**config.mk**
```make
export PLATFORM = sky130hd
export DESIGN_NAME = flag_branch_unit_flat
export DESIGN_NICKNAME = d
export VERILOG_FILES = /design/src/rtl/branch_pkg.sv /design/src/rtl/flag_branch_unit_if.sv /design/src/rtl/cond_eval.sv /design/src/rtl/flag_branch_unit.sv /design/src/flat_wrapper.sv
export SDC_FILE = /design/constraint.sdc
export NUM_CORES = 1
export LEC_CHECK = 0
export CAP_MARGIN = 15
export CELL_PAD_IN_SITES_DETAIL_PLACEMENT = 1
export CELL_PAD_IN_SITES_GLOBAL_PLACEMENT = 1
export CORE_MARGIN = 8
export CORE_UTILIZATION = 31
export CTS_CLUSTER_SIZE = 25
export DETAILED_ROUTE_END_ITERATION = 12
export PLACE_DENSITY = 0.84
export REMOVE_ABC_BUFFERS = 1
export SLEW_MARGIN = 10
export SYNTH_ARGS = -nofsm -noshare
export SYNTH_HDL_FRONTEND = slang
export SYNTH_SLANG_ARGS = --single-unit
```
**constraint.sdc**
```tcl
create_clock -name clk -period 4.2 [get_ports clk]
set_input_delay 0.42 -clock clk [delete_from_list [all_inputs] [get_ports clk]]
set_output_delay 0.42 -clock clk [all_outputs]
set_load 0.05 [all_outputs]
```
**src/rtl/branch_pkg.sv**
```systemverilog
// branch_pkg: condition codes, branch types and NZCV bit positions shared by the branch unit.
package branch_pkg;
  typedef enum logic [3:0] {EQ, NE, HS, LO, MI, PL, VS, VC, HI, LS, GE, LT, GT, LE, AL, NV} cond_t;
  typedef enum logic [1:0] {BR_B, BR_COND, BR_CBZ, BR_CBNZ} br_type_t;
  localparam int FLAG_N = 3;
  localparam int FLAG_Z = 2;
  localparam int FLAG_C = 1;
  localparam int FLAG_V = 0;
endpackage

```
**src/rtl/flag_branch_unit_if.sv**
```systemverilog
// flag_branch_unit_if: ALU flags, branch request/control and registered decision bundle.
interface flag_branch_unit_if;
  logic       alu_negative;
  logic       alu_zero;
  logic       alu_overflow;
  logic       alu_carry_out;
  logic       set_flags;
  logic       br_req;
  logic [1:0] br_type;
  logic [3:0] cond;
  logic       stall;
  logic       flush;
  logic [3:0] flags;
  logic       br_valid;
  logic       br_taken;
  modport master (output alu_negative, alu_zero, alu_overflow, alu_carry_out, set_flags, br_req,
                  br_type, cond, stall, flush, input flags, br_valid, br_taken);
  modport slave  (input alu_negative, alu_zero, alu_overflow, alu_carry_out, set_flags, br_req,
                  br_type, cond, stall, flush, output flags, br_valid, br_taken);
endinterface

```
**src/rtl/cond_eval.sv**
```systemverilog
// cond_eval: combinational LEGv8 B.cond evaluation against {N,Z,C,V}.
module cond_eval
  import branch_pkg::*;
(
  input  logic [3:0] i_cond,
  input  logic [3:0] i_flags,
  output logic       o_pass
);
  logic w_n, w_z, w_c, w_v, w_base;
  assign w_n = i_flags[FLAG_N];
  assign w_z = i_flags[FLAG_Z];
  assign w_c = i_flags[FLAG_C];
  assign w_v = i_flags[FLAG_V];
  // even codes test the base condition, odd codes its inverse; AL/NV always pass
  always_comb begin
    w_base = i_cond[3:1] == 3'd0 ? w_z :
             i_cond[3:1] == 3'd1 ? w_c :
             i_cond[3:1] == 3'd2 ? w_n :
             i_cond[3:1] == 3'd3 ? w_v :
             i_cond[3:1] == 3'd4 ? (w_c & ~w_z) :
             i_cond[3:1] == 3'd5 ? (w_n == w_v) :
             i_cond[3:1] == 3'd6 ? (~w_z & (w_n == w_v)) : 1'b1;
    o_pass = (&i_cond[3:1]) ? 1'b1 : (w_base ^ i_cond[0]);
  end
endmodule

```
**src/rtl/flag_branch_unit.sv**
```systemverilog
// flag_branch_unit: NZCV flag register plus registered branch decision for B, B.cond, CBZ, CBNZ.
module flag_branch_unit
  import branch_pkg::*;
(
  input  logic              clk,
  input  logic              reset,
  flag_branch_unit_if.slave bus
);
  logic [3:0] r_flags;
  logic       r_valid, r_taken;
  logic [3:0] w_alu_flags, w_eff_flags;
  logic       w_pass, w_dec;
  assign w_alu_flags = {bus.alu_negative, bus.alu_zero, bus.alu_carry_out, bus.alu_overflow};
  // a flag-setting instruction in the same cycle feeds its flags straight to B.cond
  assign w_eff_flags = bus.set_flags ? w_alu_flags : r_flags;
  cond_eval u_cond_eval (.i_cond(bus.cond), .i_flags(w_eff_flags), .o_pass(w_pass));
  always_comb begin
    w_dec = bus.br_type == BR_B    ? 1'b1 :
            bus.br_type == BR_COND ? w_pass :
            bus.br_type == BR_CBZ  ? bus.alu_zero : ~bus.alu_zero;
  end
  always_ff @(posedge clk or posedge reset) begin
    if (reset) begin
      r_flags <= '0;
      r_valid <= 1'b0;
      r_taken <= 1'b0;
    end else if (!bus.stall) begin
      if (bus.flush) begin
        r_valid <= 1'b0;
        r_taken <= 1'b0;
      end else begin
        if (bus.set_flags) r_flags <= w_alu_flags;
        r_valid <= bus.br_req;
        r_taken <= bus.br_req & w_dec;
      end
    end
  end
  assign bus.flags    = r_flags;
  assign bus.br_valid = r_valid;
  assign bus.br_taken = r_taken;
endmodule

```
**src/flat_wrapper.sv**
```systemverilog
// flat-port wrapper written by rule: the top's interface ports become plain ports
module flag_branch_unit_flat import branch_pkg::*;
  (clk, reset, bus_alu_negative, bus_alu_zero, bus_alu_overflow, bus_alu_carry_out, bus_set_flags, bus_br_req, bus_br_type, bus_cond, bus_stall, bus_flush, bus_flags, bus_br_valid, bus_br_taken);
  flag_branch_unit_if bus_i ();
  input  logic clk;
  input  logic reset;
  input wire logic [$bits(bus_i.alu_negative)-1:0] bus_alu_negative;
  input wire logic [$bits(bus_i.alu_zero)-1:0] bus_alu_zero;
  input wire logic [$bits(bus_i.alu_overflow)-1:0] bus_alu_overflow;
  input wire logic [$bits(bus_i.alu_carry_out)-1:0] bus_alu_carry_out;
  input wire logic [$bits(bus_i.set_flags)-1:0] bus_set_flags;
  input wire logic [$bits(bus_i.br_req)-1:0] bus_br_req;
  input wire logic [$bits(bus_i.br_type)-1:0] bus_br_type;
  input wire logic [$bits(bus_i.cond)-1:0] bus_cond;
  input wire logic [$bits(bus_i.stall)-1:0] bus_stall;
  input wire logic [$bits(bus_i.flush)-1:0] bus_flush;
  output wire logic [$bits(bus_i.flags)-1:0] bus_flags;
  output wire logic [$bits(bus_i.br_valid)-1:0] bus_br_valid;
  output wire logic [$bits(bus_i.br_taken)-1:0] bus_br_taken;
  assign bus_i.alu_negative = bus_alu_negative;
  assign bus_i.alu_zero = bus_alu_zero;
  assign bus_i.alu_overflow = bus_alu_overflow;
  assign bus_i.alu_carry_out = bus_alu_carry_out;
  assign bus_i.set_flags = bus_set_flags;
  assign bus_i.br_req = bus_br_req;
  assign bus_i.br_type = bus_br_type;
  assign bus_i.cond = bus_cond;
  assign bus_i.stall = bus_stall;
  assign bus_i.flush = bus_flush;
  assign bus_flags = bus_i.flags;
  assign bus_br_valid = bus_i.br_valid;
  assign bus_br_taken = bus_i.br_taken;
  flag_branch_unit u_core (.clk(clk), .reset(reset), .bus(bus_i));
endmodule
```
Word-level counts from Yosys, hierarchy flattened
Cells that the tools add are included.
Storage, ports and cells
  bits in registers: 6
  input port bits: 16
  output and inout port bits: 6
  word-level logic and storage cells: 38
Operators by class
  eq/ne operators: 9
  muxes and demuxes: 14
  bitwise gates (word level): 8
  reduce and logical (&&, ||, !) cells: 4
Operators by type and width (number)
  1-bit 2-to-1 mux: 13
  3-bit equality test, second input constant: 3
  3-bit by 2-bit equality test with 1-bit output, second input constant: 2
  4-bit 2-to-1 mux: 1
  1-bit inverter: 4
  1-bit bitwise AND: 3
  3-bit by 1-bit equality test with 1-bit output, second input constant: 1
  3-bit zero test: 1
  3-bit AND reduction: 1
  2-bit by 1-bit equality test with 1-bit output, second input constant: 1
  2-bit equality test, second input constant: 1
  2-bit zero test: 1
  2-bit AND reduction: 1
  1-bit equality test: 1
  1-bit bitwise XOR: 1

Longest topological paths before layout
  depth in word-level cells: 16
  mapped depth: 6
  depth with buffers taken out: 5

Modules after synthesis
A second synthesis with hierarchy kept.
Unflattened totals
  cell total of the unflattened synthesis: 38
  area total of the unflattened synthesis: 395.4 µm²
By module, submodules not included
  flag_branch_unit: times used 1, cells each 22, area each 295.3 µm², sequential area each 150.1 µm²
  cond_eval: times used 1, cells each 16, area each 100.1 µm², sequential area each 0.0 µm²

Least setup slack after synthesis
OpenSTA, ideal clock, no wires.
  path type: flip-flop to flip-flop
  start: register u_core.r_flags[0], in the netlist u_core.bus.flags[0]
  end: register u_core.r_taken, in the netlist u_core.bus.br_taken
  library setup time: 130 ps
  data arrival time: 1772 ps
  data required time: 4070 ps
  setup slack: 2298 ps
  cell stages (with the launch flop): 6
  buffers on the path: 0
  period minus slack after synthesis: 1902 ps
  path through: dfrtp_1 -> xnor2_1 -> nor4b_1 -> or4_4 -> nor4b_1 -> nor3_1
Between the ends
  word-level cells in the longest chain between the ends: 16
RTL lines
  from (decl): RTL line flag_branch_unit.sv:9  | logic [3:0] r_flags;
  from (signal assigned): RTL line flag_branch_unit.sv:32  | if (bus.set_flags) r_flags <= w_alu_flags;
  4-bit 2-to-1 mux (*)
  1-bit equality test: RTL line cond_eval.sv:21, cond_eval.sv:22
  1-bit bitwise AND: RTL line cond_eval.sv:22  | i_cond[3:1] == 3'd6 ? (~w_z & (w_n == w_v)) : 1'b1;
  1-bit 2-to-1 mux: RTL line cond_eval.sv:22
  1-bit 2-to-1 mux: RTL line cond_eval.sv:21  | i_cond[3:1] == 3'd5 ? (w_n == w_v) :
  1-bit 2-to-1 mux: RTL line cond_eval.sv:20  | i_cond[3:1] == 3'd4 ? (w_c & ~w_z) :
  1-bit 2-to-1 mux (*): RTL line cond_eval.sv:19  | i_cond[3:1] == 3'd3 ? w_v :
  1-bit 2-to-1 mux (*): RTL line cond_eval.sv:18  | i_cond[3:1] == 3'd2 ? w_n :
  1-bit 2-to-1 mux (*): RTL line cond_eval.sv:17  | i_cond[3:1] == 3'd1 ? w_c :
  1-bit 2-to-1 mux (*): RTL line cond_eval.sv:16  | w_base = i_cond[3:1] == 3'd0 ? w_z :
  1-bit bitwise XOR (*): RTL line cond_eval.sv:23  | o_pass = (&i_cond[3:1]) ? 1'b1 : (w_base ^ i_cond[0]);
  1-bit 2-to-1 mux (*): RTL line cond_eval.sv:23
  1-bit 2-to-1 mux (*): RTL line flag_branch_unit.sv:19  | bus.br_type == BR_COND ? w_pass :
  1-bit 2-to-1 mux (*): RTL line flag_branch_unit.sv:18  | w_dec = bus.br_type == BR_B ? 1'b1 :
  1-bit bitwise AND (*): RTL line flag_branch_unit.sv:34  | r_taken <= bus.br_req & w_dec;
  1-bit 2-to-1 mux (*): RTL line flag_branch_unit.sv:28  | if (bus.flush) begin
  to (signal assigned): RTL line flag_branch_unit.sv:34
  to (decl): RTL line flag_branch_unit.sv:10  | logic r_valid, r_taken;
Mark *: on every way between the ends. The rest lies on a longest branch, timed or not.
A chain may end at the register's enable or synchronous reset.

Worst setup path after layout
  start: input bus_set_flags
  end: register u_core.r_taken, in the netlist u_core.bus.br_taken
Between the ends
  word-level cells in the longest chain between the ends: 16
  elaborated cells between the ends (all ways): 18
  those cells by class: eq/ne: 1; mux: 12; bitwise: 5
RTL lines
  from (decl): RTL line flat_wrapper.sv:11  | input wire logic [$bits(bus_i.set_flags)-1:0] bus_set_flags;
  4-bit 2-to-1 mux (*)
  1-bit equality test / 1-bit inverter (equally long branches): RTL line cond_eval.sv:21, cond_eval.sv:22, cond_eval.sv:20
  1-bit bitwise AND: RTL line cond_eval.sv:22
  1-bit 2-to-1 mux: RTL line cond_eval.sv:22
  1-bit 2-to-1 mux: RTL line cond_eval.sv:21
  1-bit 2-to-1 mux: RTL line cond_eval.sv:20
  1-bit 2-to-1 mux: RTL line cond_eval.sv:19
  1-bit 2-to-1 mux: RTL line cond_eval.sv:18
  1-bit 2-to-1 mux: RTL line cond_eval.sv:17
  1-bit 2-to-1 mux (*): RTL line cond_eval.sv:16
  1-bit bitwise XOR (*): RTL line cond_eval.sv:23
  1-bit 2-to-1 mux (*): RTL line cond_eval.sv:23
  1-bit 2-to-1 mux (*): RTL line flag_branch_unit.sv:19
  1-bit 2-to-1 mux (*): RTL line flag_branch_unit.sv:18
  1-bit bitwise AND (*): RTL line flag_branch_unit.sv:34
  1-bit 2-to-1 mux (*): RTL line flag_branch_unit.sv:28
Marked as above.

==> impl_metrics.ini <==
[power]
powerDensity_nw_per_um2 = 322
p_leak_nw = 0.301
worst_ir_drop_vdd_uv = 210

[global_routing]
gr-total-overflow = 0
initial_antenna_violation_count = 0
grt_overall_usage_pct = 9.86
global_route_wire_length_before_repair_um = 2580
grt_pass1_vias = 571
grt_max_degree = 10

[logic_synthesis]
synth.yosys.seq_area_share_pct = 29.2
avgSynthCellArea_um2 = 9.52
synthesis.yosys.warnings = 0
synth-edff-count = 0
synth_area_um2 = 514
post_syn_instances = 54
synthDistinctLibCells = 29
yosys_most_used_dff = dfrtp_1
yosys_register_bits = 6
synth_async_sr_flop_share_pct = 100

[setup_path]
critical_path_cell_sequence = clkdlybuf4s50_1 > mux2i_1 > nor4b_1 > or4_4 > nor4b_1 > nor3_1
critical-path-top-delay-family = simple AND/OR/NAND/NOR gates
cp_num_buf_inv = 1
largest_stage_delay_on_the_critical_path_ns = 0.65
path_common_cell = nor4b_1
r2r_setup_slack_ns = 2.44
timing.critical_path.to_type = flip-flop
critical_path_required_ns = 4.32
worstSetupStartpointType = input port
cp_data_arrival_time_ns = 2.33
crit_path_max_fanout = 9
path_class = input port to flip-flop
critical-path-slowest-cell = clkdlybuf4s50_1

[detailed_routing]
wl_per_cell_um = 16.8
first_drt_pass_iteration_count = 4
post_drt_via_cell_ratio = 5.85
dr_total_vias = 532
drt_first_iter_violations = 6
drtAntennaViolNets = 0
remaining_drc_errors = 0
wl_um = 1530

[floorplan]
dieWidth_um = 56.7
start_util_pct = 33.7
design.die.area_um2 = 3220
top_level_ports = 22
placeableCoreArea_um2 = 1520
die-height_um = 56.7
num_rows = 14

[run]
maxCapViolCount = 0

[sta]
setup-violations-final = 0
slew_headroom_pct = 61.8
max_freq_ghz = 0.452
grt_setup_unrepaired = false
finalCritPeriodShare_pct = 52.7
hold_viol_final = 0
tightestPinTransition_ns = 0.569
tns_ns = 0
maxSlewViolCount = 0
clock-skew-final_ns = 0.00143
final.min_clock_period_ns = 2.21

[cells_and_area]
num_antenna_cells = 0
fin_nets = 93
area_growth_syn_to_fin_pct = 44.5
layout.cells.most_common = clkdlybuf4s50_1
multi_input_comb_area_um2 = 333
layout-drive-gt1-share_pct = 14.7
mostFrequentLayoutCells = clkdlybuf4s50_1 (21), dfrtp_1 (6), nor4b_1 (5)
ff_latch_area_um2 = 150
layout.filler_cells = 172
final_cell_area_um2 = 743

[cts]
worst_skew_pair.late_latency_ns = 0.25
htree_levels = 1
clockBufferDepth = 2
postCtsSetupRepairBufs = 0
postCtsHoldBufs = 0
tritoncts_num_sinks = 6
clkTransAtPathRegs_ns = 0.04
cts_tree = built
cts_root_buffer = clkbuf_4
number_of_buffers_created_by_cts = 3
cts_resized = 0

[place]
detailed_place_hpwl_um = 1280
gp_congestion = 0.720
post_dp_cell_area_um2 = 721
placement.io_buffers = 21

[hold_path]
hold_path_class = input port to async pin

[run_status]
status = finished clean
==> cell families (layout without fill, tap and decap cells) <==
group / count (synthesis) / in the layout / share of synthesized area (%)
AND/OR/NAND/NOR: 27 / 27 / 34.8
multiplexers: 8 / 8 / 16.5
flip-flops: 6 / 6 / 29.2
AO/OA/AOI/OAI: 5 / 5 / 8.27
buffers and inverters: 5 / 26 / 6.08
XOR/XNOR: 3 / 3 / 5.11
==> sequential cells by signal (all words and copies together), names as in the netlist <==
register,cells
u_core.bus.br_taken,1
u_core.bus.br_valid,1
u_core.bus.flags,4
==> layer usage <==
layer  track usage (%)  up-vias  part of all wire (%)
li1                  -      253                     -
met1              10.8      267                    43
met2              16.1        9                    51
met3              2.92        3                   3.5
met4              6.04        0                   1.9
met5                 0        -                     0
==> path summary, 6_finish.rpt <==
check                                                     start  depth (start not counted)                               to
max in group asynchronous                                 reset                          2  u_core.bus.flags[1]$_DFFE_PP0P_
worst min register to register  u_core.bus.br_valid$_DFFE_PP0N_                          1  u_core.bus.br_valid$_DFFE_PP0N_
worst min-delay path                                      reset                          2  u_core.bus.br_valid$_DFFE_PP0N_
worst max-delay path                              bus_set_flags                          6  u_core.bus.br_taken$_DFFE_PP0N_
worst max register to register  u_core.bus.flags[0]$_DFFE_PP0P_                          5  u_core.bus.br_taken$_DFFE_PP0N_
min in group clk                u_core.bus.br_valid$_DFFE_PP0N_                          1  u_core.bus.br_valid$_DFFE_PP0N_
==> power by group <==
| group | switching [mW] | total [mW] | internal [mW] |
|---|---|---|---|
| Combinational | 0.0598 | 0.110 | 0.0498 |
| Sequential | 0.00981 | 0.0767 | 0.0669 |
| Clock | 0.0210 | 0.0533 | 0.0323 |
| Total | 0.0905 | 0.240 | 0.149 |
==> Yosys cell counts (2+ instances only) <==
library cell | number | area (um2)
nand2_1 | 4 | 15.0
nand3_1 | 3 | 15.0
inv_1 | 2 | 7.51
nor2_1 | 2 | 7.51
nor4b_1 | 5 | 43.8
mux2i_1 | 4 | 40.0
mux2_2 | 4 | 45.0
dfrtp_1 | 6 | 150
xnor2_1 | 2 | 17.5
nand4_1 | 2 | 12.5
nor3_1 | 2 | 10.0
==> per-stage QoR <==
step / power (mW) / util, % / setup WS [ns] / instances / hold slack [ns]
4_1_cts: 0.243 / 48.8 / 1.97 / 91 / 0.401
3_3_place_gp: 0.185 / 47.3 / 1.83 / 88 / 0.514
3_5_place_dp: 0.188 / 47.3 / 1.71 / 88 / 0.515
5_1_grt: 0.253 / 48.8 / 1.84 / 91 / 0.425
6_report: 0.240 / 48.8 / 1.99 / 91 / 0.397
2_1_floorplan: 0.140 / - / 2.30 / 51 / 0.211
==> final cells by class <==
cell class                      count  area share (%)
Multi-Input combinational cell     43            44.8
Timing Repair Buffer               21            28.3
Inverter                            2            1.01
Sequential cell                     6            20.2
Tap cell                           16            2.69
Clock buffer                        3            3.03
No activity file was read; power rests on OpenSTA's default activity.
